### config.mk
export PLATFORM = sky130hd
export DESIGN_NAME = fpnew_divsqrt_out_buffer
export DESIGN_NICKNAME = d
export VERILOG_FILES = /design/src/rtl/fpnew_pkg.sv /design/src/rtl/fpnew_divsqrt_out_buffer.sv
export SDC_FILE = /design/constraint.sdc
export NUM_CORES = 1
export LEC_CHECK = 0
export ABC_CLOCK_PERIOD_IN_PS = 3500
export BUFFER_PORTS_ARGS = -buffer_cell sky130_fd_sc_hd__buf_2
export CAP_MARGIN = 20
export CORE_MARGIN = 8
export CORE_UTILIZATION = 30
export CTS_BUF_LIST = sky130_fd_sc_hd__clkbuf_2 sky130_fd_sc_hd__clkbuf_4 sky130_fd_sc_hd__clkbuf_8
export CTS_CLUSTER_SIZE = 8
export DETAILED_ROUTE_END_ITERATION = 12
export HOLD_SLACK_MARGIN = 0.02
export SYNTH_ARGS = -nofsm -noshare
export SYNTH_HDL_FRONTEND = slang
export SYNTH_SLANG_ARGS = --single-unit
### constraint.sdc
create_clock -name clk_i -period 3.5 [get_ports clk_i]
set_input_delay 0.525 -clock clk_i [delete_from_list [all_inputs] [get_ports clk_i]]
set_output_delay 0.525 -clock clk_i [all_outputs]
set_load 0.01 [all_outputs]
### src/rtl/fpnew_pkg.sv
// Shared FPU types and helpers used across the fpnew datapath.
// status_t mirrors the IEEE-754 exception flags in RISC-V fflags order.
package fpnew_pkg;

    typedef struct packed {
        logic NV;
        logic DZ;
        logic OF;
        logic UF;
        logic NX;
    } status_t;

    function automatic status_t merge_status(status_t a, status_t b);
        return status_t'(a | b);
    endfunction

endpackage

### src/rtl/fpnew_divsqrt_out_buffer.sv
// In-order result buffer behind the div/sqrt unit. It lets the unit retire results
// while the arbiter stalls, and it accumulates the flags of every delivered result.
module fpnew_divsqrt_out_buffer
    import fpnew_pkg::*;
#(
    parameter int unsigned WIDTH   = 64,
    parameter int unsigned DEPTH   = 2,
    parameter type         TagType = logic,
    parameter type         AuxType = logic,
    localparam int unsigned CntW   = $clog2(DEPTH + 1)
) (
    input  logic            clk_i,
    input  logic            rst_i,
    input  logic            in_valid_i,
    output logic            in_ready_o,
    input  logic [WIDTH-1:0] in_result_i,
    input  status_t         in_status_i,
    input  logic            in_ext_bit_i,
    input  TagType          in_tag_i,
    input  AuxType          in_aux_i,
    input  logic            flush_i,
    output logic            out_valid_o,
    input  logic            out_ready_i,
    output logic [WIDTH-1:0] out_result_o,
    output status_t         out_status_o,
    output logic            out_ext_bit_o,
    output TagType          out_tag_o,
    output AuxType          out_aux_o,
    input  logic            clr_flags_i,
    output status_t         sticky_flags_o,
    output logic [CntW-1:0] fill_o,
    output logic            busy_o
);

    localparam int unsigned PtrW = (DEPTH > 1) ? $clog2(DEPTH) : 1;

    typedef struct packed {
        logic [WIDTH-1:0] result;
        status_t          status;
        logic             ext_bit;
        TagType           tag;
        AuxType           aux;
    } entry_t;

    entry_t          mem_q [DEPTH];
    entry_t          head;
    logic [CntW-1:0] count_q, count_d;
    logic [PtrW-1:0] rd_ptr_q, rd_ptr_d;
    logic [PtrW-1:0] wr_ptr_q, wr_ptr_d;
    status_t         sticky_q, sticky_d;
    logic            push, pop;

    // Readiness depends only on registered fill, so out_ready_i never reaches in_ready_o.
    assign in_ready_o  = (count_q != CntW'(DEPTH));
    assign out_valid_o = (count_q != '0);
    assign push        = in_valid_i & in_ready_o & ~flush_i;
    assign pop         = out_valid_o & out_ready_i & ~flush_i;

    assign head           = mem_q[rd_ptr_q];
    assign out_result_o   = head.result;
    assign out_status_o   = head.status;
    assign out_ext_bit_o  = head.ext_bit;
    assign out_tag_o      = head.tag;
    assign out_aux_o      = head.aux;
    assign sticky_flags_o = sticky_q;
    assign fill_o         = count_q;
    assign busy_o         = (count_q != '0);

    always_comb begin
        count_d  = count_q;
        rd_ptr_d = rd_ptr_q;
        wr_ptr_d = wr_ptr_q;
        sticky_d = sticky_q;

        if (push) wr_ptr_d = (wr_ptr_q == PtrW'(DEPTH - 1)) ? '0 : wr_ptr_q + PtrW'(1);
        if (pop)  rd_ptr_d = (rd_ptr_q == PtrW'(DEPTH - 1)) ? '0 : rd_ptr_q + PtrW'(1);

        if (push && !pop)      count_d = count_q + CntW'(1);
        else if (pop && !push) count_d = count_q - CntW'(1);

        if (flush_i) begin
            count_d  = '0;
            rd_ptr_d = '0;
            wr_ptr_d = '0;
        end

        // Clear before merging so a result popped alongside the clear still reports.
        if (clr_flags_i) sticky_d = '0;
        if (pop)         sticky_d = merge_status(sticky_d, out_status_o);
    end

    always_ff @(posedge clk_i) begin
        if (rst_i) begin
            count_q  <= '0;
            rd_ptr_q <= '0;
            wr_ptr_q <= '0;
            sticky_q <= '0;
        end else begin
            count_q  <= count_d;
            rd_ptr_q <= rd_ptr_d;
            wr_ptr_q <= wr_ptr_d;
            sticky_q <= sticky_d;
        end
    end

    always_ff @(posedge clk_i) begin
        if (push) mem_q[wr_ptr_q] <= '{result:  in_result_i,
                                       status:  in_status_i,
                                       ext_bit: in_ext_bit_i,
                                       tag:     in_tag_i,
                                       aux:     in_aux_i};
    end

endmodule

==> flow_metrics.env <==
export IMPL_synth_top_area_cell="edfxtp_1"
export IMPL_synth_top_family_by_area="multiplexers"
export IMPL_wl_per_cell_um=16.6
export IMPL_initial_core_util_pct=30.2
export IMPL_grt_start_max_net_pins=48
export IMPL_n_antenna_cell=0
export IMPL_grt_overflow_total=0
export IMPL_slowest_stage="dfxtp_4"
export IMPL_die_h_um=155
export IMPL_post_cts_buffers=0
export IMPL_area_growth_synth_to_final_pct=24.4
export IMPL_p_clk_share_pct=34.3
export IMPL_grt_pass1_vias=3379
export IMPL_synth_compound_area_share_pct=1.22
export IMPL_post_synth_top_count_cell="edfxtp_1"
export IMPL_power_leakage_nw=2.70
export IMPL_synth_seq_cells=154
export IMPL_hp_class="in2reg"
export IMPL_yosys_warnings=0
export IMPL_yosys_most_used_dff="edfxtp_1"
export IMPL_outcome="finished clean"
export IMPL_drv_slew=0
export IMPL_r2r_setup_slack_ns=1.53
export IMPL_grt_usage_pct=10.0
export IMPL_path_depth=3
export IMPL_switchingPower_w=0.000787
export IMPL_drc_errors=0
export IMPL_seqPwrFrac_pct=58.8
export IMPL_avgSynthCellArea_um2=21.2
export IMPL_p_int_w=0.00276
export IMPL_crit_chain="buf_12 > mux2_2 > buf_2"
export IMPL_power_frac_comb_pct=6.9
export IMPL_port_buffer_count=159
export IMPL_synth_cell_type_count=24
export IMPL_grt_pass1_wl_mm=18.4
export IMPL_coreArea_um2=19300
export IMPL_synth_mux_area_share_pct=16.2
export IMPL_hold_path_endpoint="mem_q[1][61]$_DFFE_PP_"
export IMPL_synthTopCellsByCount="144 x edfxtp_1, 37 x mux2_2, 35 x mux2_4, 10 x dfxtp_1, 8 x nor2_1"
export IMPL_worst_r2r_path_depth=4
export IMPL_synth_simple_area_share_pct=1.97
export IMPL_cts_root_buffer="clkbuf_8"
export IMPL_tightest_slew_ns=0.742
export IMPL_via_per_inst=4.23
export IMPL_start_kind="register"
export IMPL_synth_edf_count=144
export IMPL_yosys_area_share_adder_pct=0.215
export IMPL_antenna_left=0
export IMPL_clkTransAtPathRegs_ns=0.08
export IMPL_synth_top_cells_by_area="edfxtp_1 74%, mux2_4 9.0%, mux2_2 7.1%, dfxtp_1 3.4%, buf_12 1.4%"
export IMPL_tns_ns=0
export IMPL_drt_iter0_drc=160
export IMPL_netlist_area_leader_share_pct=74.2
export IMPL_cts_resized=0
export IMPL_drive_gt1_share_pct=58.7
export IMPL_drt_pass1_iterations=4
export IMPL_max_cap_violations=0
export IMPL_ir_drop_uv=222
export IMPL_synth_xor_area_share_pct=0.451
export IMPL_relSlewSlack_pct=50.5
export IMPL_die_area_um2=24100
export IMPL_cts_buffers_inserted=17
export IMPL_clk_path_buf_depth=2
export IMPL_wirelength_mm=12.1
export IMPL_h_tree_depth=4
export IMPL_min_path_cells=1
export IMPL_cp_max_fo=47
export IMPL_r2r_start="fill_o[0]$_SDFFE_PP0P_"
export IMPL_synthArstFlopShare_pct=0
export IMPL_worstSetupPathType="reg2out"
export IMPL_final_area_um2=7250
export IMPL_syn_num_nets=354
export IMPL_cts_tree="built"
export IMPL_placed_area_um2=6900
export IMPL_clock_fmax_mhz=380
export IMPL_worst_skew_pair_late_latency_ns=0.43
export IMPL_path_buf_inv=2
export IMPL_period_share_pct=75.2
export IMPL_yosysSeqAreaShare_pct=77.6
export IMPL_cts_hold_buffers=0
export IMPL_period_needed_ns=2.63
export IMPL_max_stage_delay_ns=0.85
export IMPL_hpwl_mm=8.40
export IMPL_skew_ns=0.00692
export IMPL_ios=160
export IMPL_nNetsFinal=526
export IMPL_grt_antenna_before_repair=2
export IMPL_path_delay_family="flip-flops"
export IMPL_rsz0062_at_grt="false"
export IMPL_syn_inst=275
export IMPL_worstPathArrival_ns=2.11
export IMPL_num_rows=51
export IMPL_switching_share_pct=22.2
export IMPL_clock_sinks=154
export IMPL_synth_area_um2=5830
export IMPL_hold_viol=0
export IMPL_setup_violations=0
export IMPL_vias=3070
export IMPL_routabilityCongestion=0.738
export IMPL_rr_endpoint="mem_q[0][25]$_DFFE_PP_"
export IMPL_cp_end_kind="output port"
export IMPL_die_w_um=155
export IMPL_power_density_nw_per_um2=489
export IMPL_min_from="in_result_i[53]"
export IMPL_worstPathRequired_ns=2.97
cells in the final DEF (no fill, tap or decap), types with 5 or more instances in the layout:
cell type	count
buf_2	159
edfxtp_1	144
mux2_2	37
mux2_4	35
clkbuf_8	17
dfxtp_1	9
nor2_1	8
nor2b_1	6
clkinv_2	6
a41oi_1	5
clkinvlp_4	5
power groups by stage:
stage	clock network (W)	registers, W	logic, W
CTS	0.00127	0.00209	0.000250
global placement	0	0.00212	0.000242
finish	0.00121	0.00208	0.000244
global route	0.00133	0.00209	0.000267
detailed placement	0	0.00213	0.000249
floorplan	0	0.00212	0.000130
cell families after synthesis:
| family | after synthesis |
|---|---|
| AO/OA/AOI/OAI | 10 |
| XOR/XNOR | 3 |
| adder cells (fa/ha/maj) | 1 |
| buffers and inverters | 13 |
| flip-flops | 154 |
| multiplexers | 72 |
| AND/OR/NAND/NOR | 22 |
flip-flops by register name (all words and copies together) (netlist names), named ones only:
name            cells
mem_q             144
sticky_flags_o      5
fill_o              2
rd_ptr_q            1
wr_ptr_q            1
through the flow:
stage,total power [W],hold WS [ns],util (%),cells,worst slack (ns)
after detailed placement,0.00238,0.496,35.8,693,1.24
after CTS,0.00360,0.229,37.6,725,0.780
after global placement,0.00237,0.490,35.8,693,1.31
final,0.00354,0.278,37.6,725,0.867
after floorplan,0.00225,0.472,-,275,0.578
after global routing,0.00369,0.230,37.6,725,0.702
final cells by class:
type,instances,area [um2]
Tap cell,265,332
Timing Repair Buffer,163,851
Clock inverter,13,105
Clock buffer,19,249
Fill cell,1845,12000
Inverter,3,12.5
Multi-Input combinational cell,108,1170
Sequential cell,154,4530
per-layer routing:
metal / GRT usage (%) / vias up / share of wire (%)
li1: - / 1418 / -
met1: 10.9 / 1485 / 40
met2: 16.3 / 145 / 47
met3: 5.27 / 18 / 11
met4: 3.93 / 4 / 1.3
met5: 0 / - / 0.22
worst max-delay path by stage:
stage | slack, ns | endpoint
6_report | 0.87 | out_result_o[62]
5_1_grt | 0.70 | out_result_o[62]
4_1_cts | 0.78 | out_result_o[62]
3_5_place_dp | 1.24 | mem_q[0][25]$_DFFE_PP_
3_3_place_gp | 1.31 | out_result_o[61]
2_1_floorplan | 0.58 | mem_q[1][0]$_DFFE_PP_
No activity file was read; power rests on OpenSTA's default activity.
